**config.mk**
```make
export PLATFORM = sky130hd
export DESIGN_NAME = link_framer
export DESIGN_NICKNAME = d
export VERILOG_FILES = /design/src/rtl/link_framer_pkg.sv /design/src/rtl/link_fifo.sv /design/src/rtl/link_framer.sv
export SDC_FILE = /design/constraint.sdc
export NUM_CORES = 2
export LEC_CHECK = 0
export CAP_MARGIN = 10
export CELL_PAD_IN_SITES_DETAIL_PLACEMENT = 1
export CELL_PAD_IN_SITES_GLOBAL_PLACEMENT = 2
export CORE_MARGIN = 2
export CORE_UTILIZATION = 50
export CTS_CLUSTER_SIZE = 24
export DETAILED_ROUTE_END_ITERATION = 6
export PLACE_DENSITY_LB_ADDON = 0.05
export SKIP_LAST_GASP = 1
export SLEW_MARGIN = 15
export SYNTH_ARGS = -nofsm -noshare
export SYNTH_HDL_FRONTEND = slang
export SYNTH_SLANG_ARGS = --single-unit
```
**constraint.sdc**
```tcl
create_clock -name clk -period 6.62 [get_ports clk]
set_input_delay 1.324 -clock clk [delete_from_list [all_inputs] [get_ports clk]]
set_output_delay 1.324 -clock clk [all_outputs]
set_load 0.1 [all_outputs]
```
**src/rtl/link_framer_pkg.sv**
```systemverilog
// Shared constants for the link framer: word type codes, header/trailer field
// offsets and the CRC-8 parameters used when LINK_FRAMER_CRC_EN is defined.
package link_framer_pkg;

    localparam logic [1:0] TYPE_HDR = 2'b01;
    localparam logic [1:0] TYPE_DAT = 2'b10;
    localparam logic [1:0] TYPE_TRL = 2'b11;

    localparam int unsigned BX_W = 3;

    localparam int unsigned HDR_BX_LSB  = 0;
    localparam int unsigned HDR_SEQ_LSB = 3;

    // Trailer fields above the word count are placed relative to COUNT_W.
    localparam int unsigned TRL_CNT_LSB   = 0;
    localparam int unsigned TRL_TRUNC_OFS = 0;
    localparam int unsigned TRL_OVF_OFS   = 1;
    localparam int unsigned TRL_BX_OFS    = 2;
    localparam int unsigned TRL_CRC_OFS   = 5;

    localparam int unsigned    CRC_W    = 8;
    localparam logic [7:0]     CRC_POLY = 8'h07;
    localparam logic [7:0]     CRC_INIT = 8'hFF;

    typedef enum logic [0:0] {
        WIdle,
        WOpen
    } wr_state_e;

endpackage

```
**src/rtl/link_fifo.sv**
```systemverilog
// Synchronous FIFO with a registered first-word-fall-through output stage.
// fill counts entries held in the storage array, not the word in the output register.
module link_fifo #(
    parameter int unsigned WIDTH = 56,
    parameter int unsigned DEPTH = 64
) (
    input  logic                     clk,
    input  logic                     reset,
    input  logic                     push,
    input  logic [WIDTH-1:0]         push_data,
    output logic [WIDTH-1:0]         out_data,
    output logic                     out_valid,
    input  logic                     out_ready,
    output logic [$clog2(DEPTH):0]   fill
);

    localparam int unsigned AW = $clog2(DEPTH);
    localparam logic [AW:0] Full = (AW+1)'(DEPTH);

    logic [WIDTH-1:0] mem_q [DEPTH];
    logic [AW-1:0]    wr_ptr_q, rd_ptr_q;
    logic [AW:0]      fill_q;
    logic [WIDTH-1:0] dout_q;
    logic             dvalid_q;

    logic pop, load, mem_rd, mem_wr, bypass;

    always_comb begin
        pop    = dvalid_q & out_ready;
        load   = ~dvalid_q | pop;
        mem_rd = load & (fill_q != '0);
        // An empty array lets a new word go straight to the output register.
        bypass = load & (fill_q == '0) & push;
        mem_wr = push & ~bypass & ((fill_q != Full) | mem_rd);
    end

    always_ff @(posedge clk) begin
        if (!reset) begin
            wr_ptr_q <= '0;
            rd_ptr_q <= '0;
            fill_q   <= '0;
            dout_q   <= '0;
            dvalid_q <= 1'b0;
        end else begin
            if (mem_wr) wr_ptr_q <= wr_ptr_q + AW'(1);
            if (mem_rd) rd_ptr_q <= rd_ptr_q + AW'(1);
            fill_q <= fill_q + (AW+1)'(mem_wr) - (AW+1)'(mem_rd);
            if (mem_rd) begin
                dout_q   <= mem_q[rd_ptr_q];
                dvalid_q <= 1'b1;
            end else if (bypass) begin
                dout_q   <= push_data;
                dvalid_q <= 1'b1;
            end else if (pop) begin
                dvalid_q <= 1'b0;
            end
        end
    end

    always_ff @(posedge clk) begin
        if (mem_wr) mem_q[wr_ptr_q] <= push_data;
    end

    assign out_data  = dout_q;
    assign out_valid = dvalid_q;
    assign fill      = fill_q;

endmodule

```
**src/rtl/link_framer.sv**
```systemverilog
// Frames the merged memory stream into HDR/DAT/TRL link packets per bunch crossing.
// Define LINK_FRAMER_CRC_EN to append a CRC-8 of the DAT payloads to each trailer.
module link_framer
    import link_framer_pkg::*;
#(
    parameter int unsigned DATA_W     = 54,
    parameter int unsigned FIFO_DEPTH = 64,
    parameter int unsigned COUNT_W    = 8,
    parameter int unsigned SETUP_CYC  = 3
) (
    input  logic                          clk,
    input  logic                          reset,
    input  logic                          new_event,
    input  logic [2:0]                    BX,
    input  logic [DATA_W-1:0]             mem_dat_stream,
    input  logic                          valid,
    input  logic                          done,
    output logic [DATA_W+1:0]             link_dat,
    output logic                          link_valid,
    input  logic                          link_ready,
    output logic [$clog2(FIFO_DEPTH):0]   fifo_fill,
    output logic [15:0]                   drop_cnt
);

    localparam int unsigned AW    = $clog2(FIFO_DEPTH);
    localparam int unsigned TMR_W = (SETUP_CYC > 0) ? $clog2(SETUP_CYC + 1) : 1;
    // Two slots stay free so a trailer and the following header always fit.
    localparam logic [AW:0] DatLimit = (AW+1)'(FIFO_DEPTH - 2);

    wr_state_e          state_q;
    logic [COUNT_W-1:0] seq_q, cnt_q;
    logic [BX_W-1:0]    bx_q;
    logic               ovf_q, hdr_pend_q;
    logic [TMR_W-1:0]   timer_q;
    logic [15:0]        drop_q;

    logic               hdr_now, trl_now, trunc_now, dat_now, ovf_now, lost_now;
    logic [BX_W-1:0]    hdr_bx;
    logic [DATA_W-1:0]  hdr_pay, trl_pay;
    logic               push;
    logic [DATA_W+1:0]  push_data;

`ifdef LINK_FRAMER_CRC_EN
    logic [CRC_W-1:0] crc_q;

    function automatic logic [CRC_W-1:0] crc8_next(input logic [CRC_W-1:0] crc,
                                                   input logic [DATA_W-1:0] data);
        logic [CRC_W-1:0] c;
        c = crc;
        for (int i = DATA_W - 1; i >= 0; i--) begin
            if (c[CRC_W-1] ^ data[i]) c = {c[CRC_W-2:0], 1'b0} ^ CRC_POLY;
            else                      c = {c[CRC_W-2:0], 1'b0};
        end
        return c;
    endfunction
`endif

    always_comb begin
        hdr_now   = 1'b0;
        trl_now   = 1'b0;
        trunc_now = 1'b0;
        dat_now   = 1'b0;
        ovf_now   = 1'b0;
        lost_now  = 1'b0;
        hdr_bx    = BX;
        unique case (state_q)
            WIdle: hdr_now = new_event;
            WOpen: begin
                if (hdr_pend_q) begin
                    hdr_now  = 1'b1;
                    hdr_bx   = bx_q;
                    lost_now = valid;
                end else if (new_event) begin
                    trl_now   = 1'b1;
                    trunc_now = 1'b1;
                    lost_now  = valid;
                end else if (valid) begin
                    dat_now = (fifo_fill < DatLimit);
                    ovf_now = ~dat_now;
                end else if (done && timer_q == '0) begin
                    trl_now = 1'b1;
                end
            end
        endcase
    end

    always_comb begin
        hdr_pay = '0;
        hdr_pay[HDR_BX_LSB +: BX_W]     = hdr_bx;
        hdr_pay[HDR_SEQ_LSB +: COUNT_W] = seq_q;

        trl_pay = '0;
        trl_pay[TRL_CNT_LSB +: COUNT_W]       = cnt_q;
        trl_pay[COUNT_W + TRL_TRUNC_OFS]      = trunc_now;
        trl_pay[COUNT_W + TRL_OVF_OFS]        = ovf_q;
        trl_pay[COUNT_W + TRL_BX_OFS +: BX_W] = bx_q;
`ifdef LINK_FRAMER_CRC_EN
        trl_pay[COUNT_W + TRL_CRC_OFS +: CRC_W] = crc_q;
`endif

        push = hdr_now | trl_now | dat_now;
        if (hdr_now)      push_data = {TYPE_HDR, hdr_pay};
        else if (trl_now) push_data = {TYPE_TRL, trl_pay};
        else              push_data = {TYPE_DAT, mem_dat_stream};
    end

    always_ff @(posedge clk) begin
        if (!reset) begin
            state_q    <= WIdle;
            seq_q      <= '0;
            cnt_q      <= '0;
            bx_q       <= '0;
            ovf_q      <= 1'b0;
            hdr_pend_q <= 1'b0;
            timer_q    <= '0;
            drop_q     <= '0;
`ifdef LINK_FRAMER_CRC_EN
            crc_q      <= CRC_INIT;
`endif
        end else begin
            if ((ovf_now || lost_now) && drop_q != 16'hFFFF) drop_q <= drop_q + 16'd1;

            if (hdr_now) begin
                state_q    <= WOpen;
                seq_q      <= seq_q + COUNT_W'(1);
                bx_q       <= hdr_bx;
                cnt_q      <= '0;
                ovf_q      <= 1'b0;
                hdr_pend_q <= 1'b0;
                timer_q    <= TMR_W'(SETUP_CYC);
`ifdef LINK_FRAMER_CRC_EN
                crc_q      <= CRC_INIT;
`endif
            end else begin
                if (timer_q != '0) timer_q <= timer_q - TMR_W'(1);
                // A truncating trailer keeps the FSM open; the new header follows next cycle.
                if (trl_now && trunc_now) begin
                    hdr_pend_q <= 1'b1;
                    bx_q       <= BX;
                end else if (trl_now) begin
                    state_q <= WIdle;
                end
                if (dat_now) begin
                    if (cnt_q != '1) cnt_q <= cnt_q + COUNT_W'(1);
`ifdef LINK_FRAMER_CRC_EN
                    crc_q <= crc8_next(crc_q, mem_dat_stream);
`endif
                end
                if (ovf_now) ovf_q <= 1'b1;
            end
        end
    end

    link_fifo #(
        .WIDTH (DATA_W + 2),
        .DEPTH (FIFO_DEPTH)
    ) u_fifo (
        .clk       (clk),
        .reset     (reset),
        .push      (push),
        .push_data (push_data),
        .out_data  (link_dat),
        .out_valid (link_valid),
        .out_ready (link_ready),
        .fill      (fifo_fill)
    );

    assign drop_cnt = drop_q;

endmodule

```
==> results.py <==
metrics = {
    "clocking": {
        "root_buffer": "clkbuf_16",
        "tritoncts": "yes",
        "clkTransAtPathRegs_ns": 0.05,
        "clk_latency_ns": 0.95,
        "cts.htree.levels": 5,
        "cts_resized": 0,
        "numCtsBuffers": 383,
        "clock_path_buffers": 4,
        "postCtsSetupRepairBufs": 0,
        "cts_sinks": 3706,
        "holdBufCountCts": 0,
    },
    "logic_synthesis": {
        "ys_ff_latch": 3706,
        "synth_edf_count": 3584,
        "yosys.area_share.xor_xnor_pct": 0.239,
        "synthArstFlopShare_pct": 0,
        "synthTopCellsByCount": "edfxtp_1, mux4_2, mux2i_1",
        "ys_seq_area_share_pct": 77.0,
        "synth_most_common_cell": "edfxtp_1",
        "netlist.area_leader.share_pct": 75.3,
        "yosysTopAreaCell": "edfxtp_1",
        "muxShareOfSynthArea_pct": 15.6,
        "ys.flop_type": "edfxtp_1",
        "avgSynthCellArea_um2": 21.0,
        "yosysUniqueCellTypes": 67,
        "synth_compound_area_share_pct": 3.21,
        "syn_inst": 6799,
        "yosys_warnings": 0,
        "synthSimpleGateAreaFrac_pct": 2.16,
        "synthesis.nets": 6881,
        "synth_fa_ha_area_share_pct": 0.172,
        "yosys-top-cells-area": "edfxtp_1, mux4_2, mux2i_1",
        "synth_top_family_by_area": "multiplexers",
        "netlist_area_um2": 143000,
    },
    "sta": {
        "period_share_pct": 69.2,
        "final_max_slew_viol_count": 0,
        "rsz0062_at_grt": "no",
        "max_slew_margin_pct": 16.5,
        "setup_viol": 0,
        "clock_skew_ns": 0.0352,
        "worst_pin_slew_ns": 1.25,
        "setup_tns_ns": 0,
        "min_period_ns": 4.58,
        "finalHoldViolations": 0,
        "fmax_ghz": 0.218,
    },
    "floorplanning": {
        "ios": 143,
        "placementRows": 196,
        "start_util_pct": 50.2,
        "core-area_um2": 285000,
        "dieWidth_um": 539,
        "die_y_um": 539,
        "die-area_um2": 290000,
    },
    "cells_and_area": {
        "area_growth_pct": 14.2,
        "design_area_um2": 163000,
        "final_util_pct": 57.3,
        "final_layout_size_suffix_gt1_share_pct": 24.2,
        "multi_input_area_um2": 31300,
        "regArea_um2": 110000,
        "fin_cells": 11300,
        "final_nets": 7330,
        "fill_cells": 23800,
    },
    "power": {
        "power_frac_seq_pct": 44.6,
        "p_switching_uw": 17200,
        "intPower_uw": 43000,
        "powerDensity_nw_per_um2": 369,
        "p_leak_uw": 0.0502,
        "combPwrFrac_pct": 20.1,
        "ir_drop_uv": 342,
        "switching_share_pct": 28.6,
        "pwr-share-clk_pct": 35.3,
    },
    "placed_design": {
        "dp.cells": 10600,
        "placed_area_um2": 151000,
        "hpwl_um": 254000,
        "gp_congestion": 0.827,
        "portBuffers": 142,
    },
    "critical_path": {
        "crit_required_ns": 7.22,
        "r2r-start": "u_fifo.fill[6]$_SDFF_PN0_",
        "reg2reg_depth": 10,
        "crit_path_start_kind": "primary input",
        "crit_end": "u_fifo.mem_q[1][21]$_DFFE_PP_",
        "arrival_ns": 5.18,
        "cp_max_fo": 25,
        "rr_endpoint": "u_fifo.mem_q[1][21]$_DFFE_PP_",
        "crit_path_end_kind": "flop",
        "startpoint": "new_event",
        "worstSetupPathType": "in -> reg",
        "r2r_slack_ns": 2.38,
    },
    "status": {
        "status": "finished, final reports clean",
    },
    "detailed_routing": {
        "route.detailed.drc": 0,
        "wl_per_cell_um": 38.5,
        "drt_wl_total_um": 436000,
        "drt_iter0_markers": 8960,
        "ant_nets": 0,
        "post_drt_via_cell_ratio": 6.43,
        "vias": 72900,
        "first_pass_iters": 7,
    },
    "global_route": {
        "grt.total_usage_pct": 30.1,
        "grt_pass1_vias": 75300,
        "grt.overflow.total": 0,
        "grt_antenna_before_repair": 21,
        "grt_pass1_wl_um": 610000,
        "grt_max_degree": 133,
    },
    "job": {
        "maxCapViolations": 0,
    },
    "min_path": {
        "hold_path_class": "reg -> reg",
    },
}
[metal layers]
layer | wire length [µm] | part of all wire (%) | vias to the layer above | track usage, %
met2 | 208000 | 48 | 3179 | 48.0
met1 | 185000 | 42 | 39900 | 43.7
met4 | 13900 | 3.2 | 0 | 9.16
met3 | 29500 | 6.8 | 594 | 3.89
li1 | - | - | 29300 | -
met5 | 0 | 0 | - | 0
[power by group through the flow]
stage	sequential [µW]	clock, µW	combinational [µW]
final	26900	21300	12100
after global routing	26900	22400	12700
after CTS	26900	21600	12200
after detailed placement	27400	0	12200
after global placement	27400	0	12100
after floorplan	28400	0	7020
[worst max-delay path, stage by stage]
cell and delay, ns:
clkdlybuf4s50_1 0.67, and4bb_2 0.46, nand2_1 0.18, a32oi_4 0.67
nor2b_1 0.35, nand3b_1 0.12, buf_4 0.24, nor2_4 0.76
buf_12 0.33
[worst min-delay path by stage]
stage                                end                 start  depth (start not counted)  slack [ns]
finish              bx_q[0]$_SDFFE_PN0P_  bx_q[0]$_SDFFE_PN0P_                          2        0.49
global route        bx_q[0]$_SDFFE_PN0P_  bx_q[0]$_SDFFE_PN0P_                          2        0.51
global placement    bx_q[2]$_SDFFE_PN0P_  bx_q[2]$_SDFFE_PN0P_                          2        0.47
CTS                 bx_q[0]$_SDFFE_PN0P_  bx_q[0]$_SDFFE_PN0P_                          2        0.49
floorplan             ovf_q$_SDFFE_PP0P_    ovf_q$_SDFFE_PP0P_                          2        0.44
detailed placement  bx_q[0]$_SDFFE_PN0P_  bx_q[0]$_SDFFE_PN0P_                          2        0.48
[flip-flops by register name, summed over array words and instances, names as in the netlist, named ones only]
signal	cells
bx_q	3
cnt_q	8
drop_cnt	16
hdr_pend_q	1
ovf_q	1
seq_q	8
state_q	1
timer_q	2
u_fifo.fill	7
u_fifo.mem_q	3584
u_fifo.out_data	56
u_fifo.out_valid	1
u_fifo.rd_ptr_q	6
u_fifo.wr_ptr_q	6
[cell type report]
| class | count | area share [%] |
|---|---|---|
| Antenna cell | 15 | 0.0230 |
| Clock buffer | 501 | 6.38 |
| Clock inverter | 199 | 1.14 |
| Inverter | 18 | 0.0460 |
| Multi-Input combinational cell | 2686 | 19.2 |
| Sequential cell | 3706 | 67.4 |
| Tap cell | 3762 | 2.88 |
| Timing Repair Buffer | 453 | 2.93 |
[placed cells by master, fill, tap and decap left out, drive strengths merged, types with 9 or more instances in the layout]
cell,Yosys,final
mux2,119,119
xnor2,14,14
mux2i,535,535
mux4,691,691
edfxtp,3584,3584
nand3b,9,9
clkbuf,137,501
a21oi,44,44
xor2,25,25
a22oi,252,252
inv,16,30
o22ai,151,151
nor4,65,65
clkinv,2,147
a211oi,96,96
clkinvlp,0,14
nor2,188,188
nand3,38,38
bufinv,0,26
o21ai,24,24
nor2b,33,33
buf,252,312
nand2,204,204
diode,0,15
and2,50,50
clkdlybuf4s50,0,141
nand4,20,20
dfxtp,122,122
o221ai,27,27
ha,18,18
[cells by family after synthesis]
group,Yosys count
AO/OA/AOI/OAI,636
multiplexers,1345
adder cells (fa/ha/maj),19
flip-flops,3706
XOR/XNOR,39
AND/OR/NAND/NOR,647
buffers and inverters,407
[through the flow]
| step | worst slack, ns | power, µW | hold slack [ns] |
|---|---|---|---|
| 2_1_floorplan | 1.12 | 35400 | 0.437 |
| 3_3_place_gp | 1.20 | 39500 | 0.472 |
| 3_5_place_dp | 1.17 | 39600 | 0.482 |
| 4_1_cts | 2.16 | 60700 | 0.492 |
| 5_1_grt | 1.98 | 62000 | 0.512 |
| 6_report | 2.04 | 60200 | 0.493 |
Power figures use the tool's default switching activity.
